### src/rtl/battle_scheduler.sv
// Purpose: arbitrates player/NPC strikes onto one resolution path, runs anim/cooldown timing, keeps health and death flags.
// Latency: grant in ARB -> anim for HIT_FRAMES cycles -> one RES cycle; hp and death flags visible the cycle after RES.
// Backpressure: none; attack requests are levels sampled only in ARB while the fighter is ready, ignored otherwise.
module battle_scheduler #(
    parameter int MAX_HP     = 100,
    parameter int HP_W       = 7,
    parameter int PLAYER_DMG = 10,
    parameter int NPC_DMG    = 5,
    parameter int HIT_FRAMES = 8,
    parameter int COOLDOWN   = 30
) (
    input  logic            Clk,
    input  logic            Reset,
    input  logic            battle_l,
    input  logic            start_l,
    input  logic            player_atk,
    input  logic            npc_atk,
    input  logic            player_hit_ok,
    input  logic            npc_hit_ok,
    output logic [HP_W-1:0] player_hp,
    output logic [HP_W-1:0] npc_hp,
    output logic            player_anim,
    output logic            npc_anim,
    output logic            player_ready,
    output logic            npc_ready,
    output logic            Player_Dead,
    output logic            NPC_Dead
);

    localparam int CD_W = $clog2(COOLDOWN + 1);
    localparam int FR_W = $clog2(HIT_FRAMES + 1);

    localparam logic [HP_W-1:0] HP_FULL   = HP_W'(MAX_HP);
    localparam logic [HP_W-1:0] P_DMG     = HP_W'(PLAYER_DMG);
    localparam logic [HP_W-1:0] N_DMG     = HP_W'(NPC_DMG);
    localparam logic [CD_W-1:0] CD_LOAD   = CD_W'(COOLDOWN);
    localparam logic [FR_W-1:0] FR_LAST   = FR_W'(HIT_FRAMES - 1);

    typedef enum logic [2:0] {
        S_IDLE,
        S_ARB,
        S_P_ANIM,
        S_N_ANIM,
        S_P_RES,
        S_N_RES,
        S_DEAD
    } state_t;

    state_t          state, state_nxt;
    logic [FR_W-1:0] frame_cnt;
    logic [CD_W-1:0] player_cd, npc_cd;
    logic            pri_npc;      // 1: NPC wins the next tie
    logic            player_req, npc_req, tie_grant;
    logic            p_res_upd, n_res_upd;
    logic [HP_W-1:0] npc_hp_res, player_hp_res;

    // Health after the strike in RES: saturating subtract, only if the striker's hit landed.
    assign npc_hp_res    = !player_hit_ok ? npc_hp :
                           (npc_hp > P_DMG) ? (npc_hp - P_DMG) : '0;
    assign player_hp_res = !npc_hit_ok ? player_hp :
                           (player_hp > N_DMG) ? (player_hp - N_DMG) : '0;

    // A RES cycle only commits if the battle is still running; otherwise the strike is abandoned.
    assign p_res_upd = (state == S_P_RES) && battle_l;
    assign n_res_upd = (state == S_N_RES) && battle_l;

    assign player_ready = (player_cd == '0) && (state != S_IDLE) && (state != S_DEAD);
    assign npc_ready    = (npc_cd == '0)    && (state != S_IDLE) && (state != S_DEAD);
    assign player_req   = player_atk && player_ready;
    assign npc_req      = npc_atk && npc_ready;
    assign player_anim  = (state == S_P_ANIM);
    assign npc_anim     = (state == S_N_ANIM);

    // Next-state: arbitration, animation timing, resolution; battle_l low pulls any active state to IDLE.
    always_comb begin
        state_nxt = state;
        tie_grant = 1'b0;
        case (state)
            S_IDLE: begin
                if (battle_l) state_nxt = S_ARB;
            end
            S_ARB: begin
                tie_grant = player_req && npc_req;
                if (player_req && (!npc_req || !pri_npc)) state_nxt = S_P_ANIM;
                else if (npc_req)                         state_nxt = S_N_ANIM;
            end
            S_P_ANIM: begin
                if (frame_cnt == FR_LAST) state_nxt = S_P_RES;
            end
            S_N_ANIM: begin
                if (frame_cnt == FR_LAST) state_nxt = S_N_RES;
            end
            S_P_RES: begin
                state_nxt = (npc_hp_res == '0) ? S_DEAD : S_ARB;
            end
            S_N_RES: begin
                state_nxt = (player_hp_res == '0) ? S_DEAD : S_ARB;
            end
            S_DEAD: begin
                state_nxt = S_DEAD;
            end
            default: state_nxt = S_IDLE;
        endcase
        if (state != S_IDLE && !battle_l) begin
            state_nxt = S_IDLE;
            tie_grant = 1'b0;
        end
    end

    // State, counters, health, priority and death flags.
    always_ff @(posedge Clk) begin
        if (Reset) begin
            state       <= S_IDLE;
            frame_cnt   <= '0;
            player_cd   <= '0;
            npc_cd      <= '0;
            player_hp   <= HP_FULL;
            npc_hp      <= HP_FULL;
            pri_npc     <= 1'b0;
            Player_Dead <= 1'b0;
            NPC_Dead    <= 1'b0;
        end else begin
            state <= state_nxt;

            // Frame counter restarts on every anim entry and runs while the anim state persists.
            if (state_nxt == state && (state == S_P_ANIM || state == S_N_ANIM))
                frame_cnt <= frame_cnt + 1'b1;
            else
                frame_cnt <= '0;

            // Cooldowns: cleared in IDLE, reloaded on resolution, otherwise count down to zero.
            if (state == S_IDLE)          player_cd <= '0;
            else if (p_res_upd)           player_cd <= CD_LOAD;
            else if (player_cd != '0)     player_cd <= player_cd - 1'b1;

            if (state == S_IDLE)          npc_cd <= '0;
            else if (n_res_upd)           npc_cd <= CD_LOAD;
            else if (npc_cd != '0)        npc_cd <= npc_cd - 1'b1;

            if (state == S_IDLE && start_l) begin
                player_hp <= HP_FULL;
                npc_hp    <= HP_FULL;
            end
            if (p_res_upd) npc_hp    <= npc_hp_res;
            if (n_res_upd) player_hp <= player_hp_res;

            if (tie_grant) pri_npc <= ~pri_npc;

            // Flags are set only on the RES->DEAD transition and cleared on the way back to IDLE.
            if (state_nxt == S_IDLE) begin
                Player_Dead <= 1'b0;
                NPC_Dead    <= 1'b0;
            end else if (p_res_upd) begin
                NPC_Dead    <= (npc_hp_res == '0);
            end else if (n_res_upd) begin
                Player_Dead <= (player_hp_res == '0);
            end
        end
    end

endmodule

### config.mk
export PLATFORM = sky130hd
export DESIGN_NAME = battle_scheduler
export DESIGN_NICKNAME = d
export VERILOG_FILES = /design/src/rtl/battle_scheduler.sv
export SDC_FILE = /design/constraint.sdc
export NUM_CORES = 1
export LEC_CHECK = 0
export ABC_AREA = 1
export CELL_PAD_IN_SITES_DETAIL_PLACEMENT = 1
export CELL_PAD_IN_SITES_GLOBAL_PLACEMENT = 2
export CORE_MARGIN = 3
export CORE_UTILIZATION = 32
export DETAILED_ROUTE_END_ITERATION = 8
export PLACE_DENSITY = 0.85
export SETUP_SLACK_MARGIN = 0.5
export SLEW_MARGIN = 20
export SYNTH_ARGS = -nofsm -noshare
export SYNTH_HDL_FRONTEND = slang
export SYNTH_SLANG_ARGS = --single-unit
### constraint.sdc
create_clock -name Clk -period 3.71 [get_ports Clk]
set_input_delay 0.742 -clock Clk [delete_from_list [all_inputs] [get_ports Clk]]
set_output_delay 0.742 -clock Clk [all_outputs]
set_load 0.1 [all_outputs]
# After elaboration in Yosys (flattened, before gate mapping)
# Cells that the tools add are included.
# W data, S select, Z words.
# word_totals
output_inout_bits,20
elab_cells,89
ff_bits,34
# classes
n_reduce_logical,37
eq_ne,9
magnitude_cmp,2
mux,22
n_bitwise,3
addsub,5
# ops
op,count
$mux W7,7
$mux W3,8
$pmux W3 S7,1
$mux W5,4
$logic_not A7 Y1,2
$logic_and A1 B1 Y1,13
$logic_not A5 Y1,2
$reduce_bool A5 Y1,2
$sub A5 B1 Y5 const B,2
$eq A3 B3 Y1 const B,3
$reduce_bool A2 Y1,4
$gt A7 B3 Y1 const B,1
$gt A7 B4 Y1 const B,1
$sub A7 B3 Y7 const B,1
$sub A7 B4 Y7 const B,1
$eq A3 B2 Y1 const B,2
$logic_not A3 Y1,2
$reduce_or A2 Y1,3
$reduce_or A3 Y1,2
$add A4 B1 Y4 const B,1
$eq A4 B3 Y1 const B,1
$eq A3 B1 Y1 const B,1
$eq A3 B3 Y1,1
$logic_not A1 Y1,3
6 further kinds,10

# Depth between registers and ports, before layout
# Gate-level depths: netlist of the first run.
# depth
word_depth,14
mapped_depth,18

# Least setup slack after synthesis of the first run
# Ideal clock, no wire load.
# synth_timing
path_kind,flip-flop to flip-flop
start,reg npc_cd[0]
end,reg NPC_Dead
arrival_ns,2.857
period_less_slack_ns,2.923
path_stages_with_launch,13
path_buffers,0
setup_ns,0.065
slack_ns,0.787
cell_sequence,dfxtp_1 > inv_1 > ha_1 > nand3_1 > nor2_1 > nand3_1 > nor2_1 > nor3b_2 > nand3_1 > nand3_1 > nand2_1 > nor2_2 > nor2_1
# synth_via
elab_chain_len,12
word_cells_on_any_way,13
classes_between,mux (4); reduce/logical (9)
# synth_rtl
item,line,rtl
from (decl),51,"logic [CD_W-1:0] player_cd, npc_cd;"
from (signal assigned),138,else if (npc_cd != '0) npc_cd <= npc_cd - 1'b1;
$logic_not A5 Y1 *,68,assign npc_ready = (npc_cd == '0) && (state != S_IDLE) && (state != S_DEAD);
$logic_and A1 B1 Y1 * (2 in series),68,
named net npc_ready,25,"output logic npc_ready,"
$logic_and A1 B1 Y1 *,70,assign npc_req = npc_atk && npc_ready;
$logic_not A1 Y1,84,if (player_req && (!npc_req || !pri_npc)) state_nxt = S_P_ANIM;
$logic_or A1 B1 Y1,84,
$logic_and A1 B1 Y1,84,
$mux W3 *,84,
$pmux W3 S7 *,78,case (state)
$mux W3 *,104,if (state != S_IDLE && !battle_l) begin
$logic_not A3 Y1 *,150,if (state_nxt == S_IDLE) begin
$reduce_or A2 Y1 (no source line) *,--,
to (signal assigned),154,NPC_Dead <= (npc_hp_res == '0);
to (decl),27,output logic NPC_Dead
# Mark *: on every way through the listed nets, which the timed path passes. The rest lies on a longest branch.
# A chain may end at the register's enable or synchronous reset.

# Worst setup path after layout of the first run
# layout_timing
start,reg npc_hp[4]
end,out npc_hp[4]
# layout_lines
item,line,rtl
from (decl),21,"output logic [HP_W-1:0] npc_hp,"
from (signal assigned),144,if (p_res_upd) npc_hp <= npc_hp_res;
# No word-level cell between the ends.

==> results.txt, run 1 <==
CP Buf/Inv Count: 1
Pwr Total: 766 uW
Fill cells: 848
GRT overflow: 0
Worst path cell trace: clkdlybuf4s50_1
Antenna violations before repair: 0
Logic pwr share: 17.8%
Routed WL: 5680 um
Largest net degree at the start of global routing: 12
CTS Buffer Depth: 2
CP max FO: 7
DIE WIDTH: 87.6 um
Worst slew margin: 34.4%
Leak: 0.00118 uW
CP max stage delay: 1.18 ns
Share of the synthesized area in the top cell type: 31.9%
Count leader, synth: nand2_1
Post-synth EDFFs: 0
Post-Syn Instances: 329
# IOs: 28
Switching pwr: 234 uW
Worst Setup EP: npc_hp[4]
Flop and latch count out of synthesis: 34
Slew Limit Fails: 0
Final setup TNS: 0 ns
CP arrival: 1.92 ns
Synthesized Nets: 345
Hold buffers post-CTS: 0
Syn. warnings: 0
Fmax: 376 MHz
CTS tree: built
Maximum VDD drop: 0.136 mV
Core Area: 6390 um^2
Share of cells above drive strength 1: 10.2%
Reg2reg setup slack: 1.57 ns
Switching share of power: 30.5%
Synthesized area: 2130 um^2
Pre-antenna DRT Iters: 4
Post-synthesis sequential area ratio: 31.9%
Kind of critical path: register to output pin
GPL Wtd Cong: 0.790
Final nets: 379
Initial core utilization: 33.4%
Pint: 532 uW
Worst Max-Slew Pin Slew: 0.981 ns
CP startpoint: npc_hp[4]
CTS resizes: 0
Family with the most delay on the worst path: buffers and inverters
Synthesized area per cell: 6.48 um^2
Reg power frac: 48.4%
RSZ-0062 raised after global routing: no
Drt initial violations: 40
Wire per inst: 12.9 um
Residual DRC: 0
Worst slack at placement: 0.973 ns
Port Buffers: 27
Die area: 7670 um^2
Clock slew at reported path FFs: 0.07 ns
Critical Path Source Type: register
Post-synth top cells: 89 x nand2_1, 54 x inv_1, 34 x dfxtp_1, 33 x nor2_1, 29 x nand3_1
Slowest-stage cell, CP: clkdlybuf4s50_1
GR Util All Layers: 16.1%
Layout area overhead: 20.6%
Clk_lat worst skew: 0.28 ns
Status: complete, no violations
Post-route ant nets: 0
Max-Cap Viols: 0
Hold WS: 0.461 ns
FP Rows: 29
Num CTS Buffers: 5
CP endpoint kind: output pin
Tcrit/Tclk final: 71.7%
Worst endpoint required time: 2.97 ns
Clock tree root driver cell: clkbuf_8
N_diodes: 0
Crit path depth: 1
H-tree depth: 2
Final hold viol count: 0
Vias in the first global route: 2130
Post-synthesis async set-or-reset flop share: 0%
Clock power share: 33.8%
First-pass GRT wire length: 9690 um
Final setup fails: 0
Depth of the most critical reg-to-reg path: 16
Die Y: 87.6 um
Worst reg2reg endpoint: Player_Dead
Hold Crit Class: register to register
Area leader, netlist: dfxtp_1
Post-DP HPWL: 4620 um
Final worst setup slack: 1.05 ns
Most common flop cell mapped by yosys: dfxtp_1
Cell variety after synth: 33
Power Dens Cells: 298 nW/um^2
Post-CTS Setup Bufs: 0
Ranking of synthesized cells by area: dfxtp_1 32%, nand2_1 16%, inv_1 9.5%
Avg Vias per Cell: 4.84
Clock sinks: 34
Worst Skew: 0.00408 ns
Vias: 2130
R2r startpoint: npc_hp[1]
Minimum clock period: 2.66 ns
==> state kept, by name (all words and copies together), names as in the netlist <==
signal / flops
npc_hp: 7
player_hp: 7
npc_cd: 5
player_cd: 5
frame_cnt: 4
state: 3
NPC_Dead: 1
Player_Dead: 1
pri_npc: 1
==> worst min-delay path by stage <==
stage / from / endpoint / slack, ns / cells past startpoint
finish: frame_cnt[0] / frame_cnt[0] / 0.46 / 1
global route: frame_cnt[0] / frame_cnt[0] / 0.49 / 1
floorplan: frame_cnt[0] / frame_cnt[0] / 0.43 / 1
detailed placement: frame_cnt[0] / frame_cnt[0] / 0.45 / 1
global placement: frame_cnt[0] / frame_cnt[0] / 0.44 / 1
CTS: frame_cnt[0] / frame_cnt[0] / 0.47 / 1
==> power groups by stage <==
| stage | Clock, uW | Sequential (uW) | Combinational (uW) |
|---|---|---|---|
| finish | 259 | 371 | 136 |
| global route | 287 | 371 | 150 |
| CTS | 273 | 370 | 138 |
| detailed placement | 0 | 379 | 137 |
| global placement | 0 | 379 | 137 |
| floorplan | 0 | 378 | 99.7 |
==> kinds of logic after synthesis <==
family | after synthesis | share of synthesized area (%)
compound gates | 39 | 10.4
xor+xnor | 7 | 2.88
buf+inv | 60 | 10.6
fa+ha+maj | 8 | 4.70
flops | 34 | 31.9
simple gates | 181 | 39.5
==> routing by layer <==
metal | vias up | part of all wire [%] | GRT usage (%)
li1 | 1106 | - | -
met1 | 997 | 46 | 19.5
met2 | 22 | 50 | 28.2
met3 | 5 | 2.9 | 3.57
met4 | 0 | 1.2 | 5.02
met5 | - | 0 | 0
==> cells in the final DEF, fill, tap and decap left out, drive strengths merged <==
| master | instances |
|---|---|
| nand2 | 92 |
| clkdlybuf4s50 | 23 |
| or2 | 2 |
| nand4 | 4 |
| ha | 8 |
| nor3b | 2 |
| nor3 | 6 |
| o21bai | 1 |
| clkinv | 1 |
| dfxtp | 34 |
| xor2 | 6 |
| clkbuf | 7 |
| nor2 | 42 |
| buf | 6 |
| o22ai | 4 |
| a31oi | 3 |
| a311oi | 1 |
| nand3 | 33 |
| inv | 57 |
| xnor2 | 1 |
| o21ai | 18 |
| a31o | 1 |
| a21oi | 11 |
==> through the flow <==
| step | area, um^2 | util (%) | std cells |
|---|---|---|---|
| finish | 2570 | 40.2 | 440 |
| global route | 2570 | 40.2 | 440 |
| floorplan | 2130 | - | 329 |
| CTS | 2570 | 40.2 | 440 |
| detailed placement | 2490 | 39.0 | 433 |
| global placement | 2490 | 39.0 | 433 |
==> area by class of cell <==
cell class              count  area (um^2)  area share, %
clock buffers               7         76.3           2.97
inverters                  58          218           8.47
multi-input cells         235         1220           47.6
flip-flops and latches     34          681           26.5
well taps                  77         96.3           3.75
repair buffers             29          275           10.7
Note: power is estimated with default switching activity, not from simulation.
==> run 2, diff against run 1 <==
--- a/config.mk
+++ b/config.mk
@@ -9,9 +9,9 @@
 export CELL_PAD_IN_SITES_DETAIL_PLACEMENT = 1
 export CELL_PAD_IN_SITES_GLOBAL_PLACEMENT = 2
 export CORE_MARGIN = 3
-export CORE_UTILIZATION = 32
+export CORE_UTILIZATION = 27
 export DETAILED_ROUTE_END_ITERATION = 8
-export PLACE_DENSITY = 0.85
+export PLACE_DENSITY = 0.77
 export SETUP_SLACK_MARGIN = 0.5
 export SLEW_MARGIN = 20
 export SYNTH_ARGS = -nofsm -noshare
==> constraint.sdc (replaced) <==
create_clock -name Clk -period 2.4 [get_ports Clk]
set_input_delay 0.48 -clock Clk [delete_from_list [all_inputs] [get_ports Clk]]
set_output_delay 0.48 -clock Clk [all_outputs]
set_load 0.1 [all_outputs]
==> results.txt, run 2 (synthesis gave the netlist of run 1 again) <==
Worst Skew: 0.00322 ns (was 0.00408 ns)
Residual DRC: 0 (unchanged)
Final setup fails: 0 (unchanged)
Maximum VDD drop: 0.277 mV (was 0.136 mV)
CTS tree: built (unchanged)
GR Util All Layers: 15.0% (was 16.1%)
Hold path depth: 1 (unchanged)
Drt initial violations: 57 (was 40)
Crit path depth: 5 (was 1)
Family with the most delay on the worst path: simple AND/OR/NAND/NOR gates (was buffers and inverters)
Final cell count without fillers: 483 (was 440)
Avg Vias per Cell: 4.62 (was 4.84)
Worst endpoint required time: 1.92 ns (was 2.97 ns)
Power Dens Cells: 412 nW/um^2 (was 298 nW/um^2)
Placed cell area: 2700 um^2 (was 2490 um^2)
Die Y: 94.8 um (was 87.6 um)
Clock sinks: 34 (unchanged)
Worst slack at placement: -0.00642 ns (was 0.973 ns)
Pre-antenna DRT Iters: 4 (unchanged)
Final Cell Area: 3120 um^2 (was 2570 um^2)
Clock slew at reported path FFs: 0.07 ns (about the same)
FP Rows: 31 (was 29)
Leak: 0.00139 uW (was 0.00118 uW)
Hold Crit Class: register to register (unchanged)
Top flop regs: npc_hp: 7 flops, player_hp: 7 flops (unchanged)
Depth of the most critical reg-to-reg path: 17 (was 16)
Minimum clock period: 1.85 ns
Largest net degree at the start of global routing: 11 (was 12)
Initial core utilization: 28.6% (was 33.4%)
DIE WIDTH: 94.8 um (was 87.6 um)
Tcrit/Tclk final: 77.1%
Final hold viol count: 0 (unchanged)
Slew Limit Fails: 0 (unchanged)
Critical Path Source Type: register (unchanged)
Post-DP HPWL: 4760 um (was 4620 um)
Final setup TNS: 0 ns (unchanged)
Hold WS: 0.471 ns (was 0.461 ns)
Vias: 2233 (was 2130)
CP max stage delay: 0.34 ns (was 1.18 ns)
Fmax: 541 MHz
Wire per inst: 13.3 um (was 12.9 um)
CTS Buffer Depth: 2 (unchanged)
Core Area: 7450 um^2 (was 6390 um^2)
Worst Max-Slew Pin Slew: 0.481 ns (was 0.981 ns)
Share of cells above drive strength 1: 39.8% (was 10.2%)
Clock tree root driver cell: clkbuf_8 (unchanged)
GPL Wtd Cong: 0.790 (about the same)
Worst path cell trace: nor2_2 > nand3_4 > buf_6 > nor2_4 > buf_12 (was clkdlybuf4s50_1)
CP endpoint kind: output pin (unchanged)
Clk_lat worst skew: 0.28 ns (about the same)
Slowest-stage cell, CP: dfxtp_1 (was clkdlybuf4s50_1)
CP max FO: 3 (was 7)
Kind of critical path: register to output pin (unchanged)
Port Buffers: 27 (unchanged)
Routed WL: 6400 um (was 5680 um)
CP arrival: 1.37 ns (was 1.92 ns)
Fill cells: 940 (was 848)
Vias in the first global route: 2316 (was 2130)
CP Buf/Inv Count: 2 (was 1)
H-tree depth: 2 (unchanged)
Commonest non-fill, non-tap cells in the layout: 70 x nand2_1, 43 x inv_1, 37 x buf_4 (was 89 x nand2_1, 54 x inv_1, 34 x dfxtp_1)
Num CTS Buffers: 5 (unchanged)
Max-Cap Viols: 0 (unchanged)
Status: complete, no violations (unchanged)
Commonest non-fill, non-tap cell in the layout: nand2_1 (unchanged)
GRT overflow: 0 (unchanged)
Post-route ant nets: 0 (unchanged)
Final worst setup slack: 0.550 ns (was 1.05 ns)
Antenna violations before repair: 0 (unchanged)
First-pass GRT wire length: 10600 um (was 9690 um)
N_diodes: 0 (unchanged)
Placed instance count: 462 (was 433)
# IOs: 28 (unchanged)
Layout area overhead: 46.5% (was 20.6%)
Die area: 8990 um^2 (was 7670 um^2)
RSZ-0062 raised after global routing: yes (was no)
Final nets: 400 (was 379)
Worst slew margin: 67.7% (was 34.4%)
[run 2: area by class of cell]
class                   count  area, um^2  area share, %
inverters                  58         225           7.21
clock buffers               7        86.3           2.77
multi-input cells         236        1540           49.2
repair buffers             49         434           13.9
well taps                  99         124           3.97
flip-flops and latches     34         717           23.0
[run 2: per-layer routing]
metal | up-vias | routed length (um) | GRT usage [%]
met5 | - | 0 | 0
met4 | 0 | 57 | 5.29
met3 | 4 | 171 | 2.47
met2 | 26 | 3300 | 26.7
met1 | 1054 | 2870 | 17.9
li1 | 1149 | - | -
[run 2: report_power, final]
| part | switching (uW) | total (uW) | leakage (uW) | internal, uW |
|---|---|---|---|---|
| sequential | 6.59 | 570 | 0.000279 | 563 |
| combinational | 184 | 283 | 0.00106 | 98.7 |
| clock | 207 | 435 | 0.0000443 | 228 |
| total | 397 | 1290 | 0.00139 | 890 |
[run 2: path summary, 6_finish.rpt]
path / from / end / slack [ns]
max: player_cd[2] / player_ready / 0.55
max reg2reg: npc_hp[1] / Player_Dead / 0.56
min: frame_cnt[0] / frame_cnt[0] / 0.47
min reg2reg: frame_cnt[0] / frame_cnt[0] / 0.47
[run 2: per-stage QoR]
step	total power (uW)	util [%]
after floorplan	748	-
after global placement	842	36.3
after detailed placement	843	36.3
after CTS	1300	38.9
after global routing	1360	41.9
final	1290	41.9
[run 2: repair_timing]
item                                    4_1_cts  5_1_grt
buffers inserted                              4        9
pin swaps                                     7       20
gates resized for setup                      24       46
endpoints found under the setup margin       12       17
hold buffers                                  0        0
cloned                                        1        0
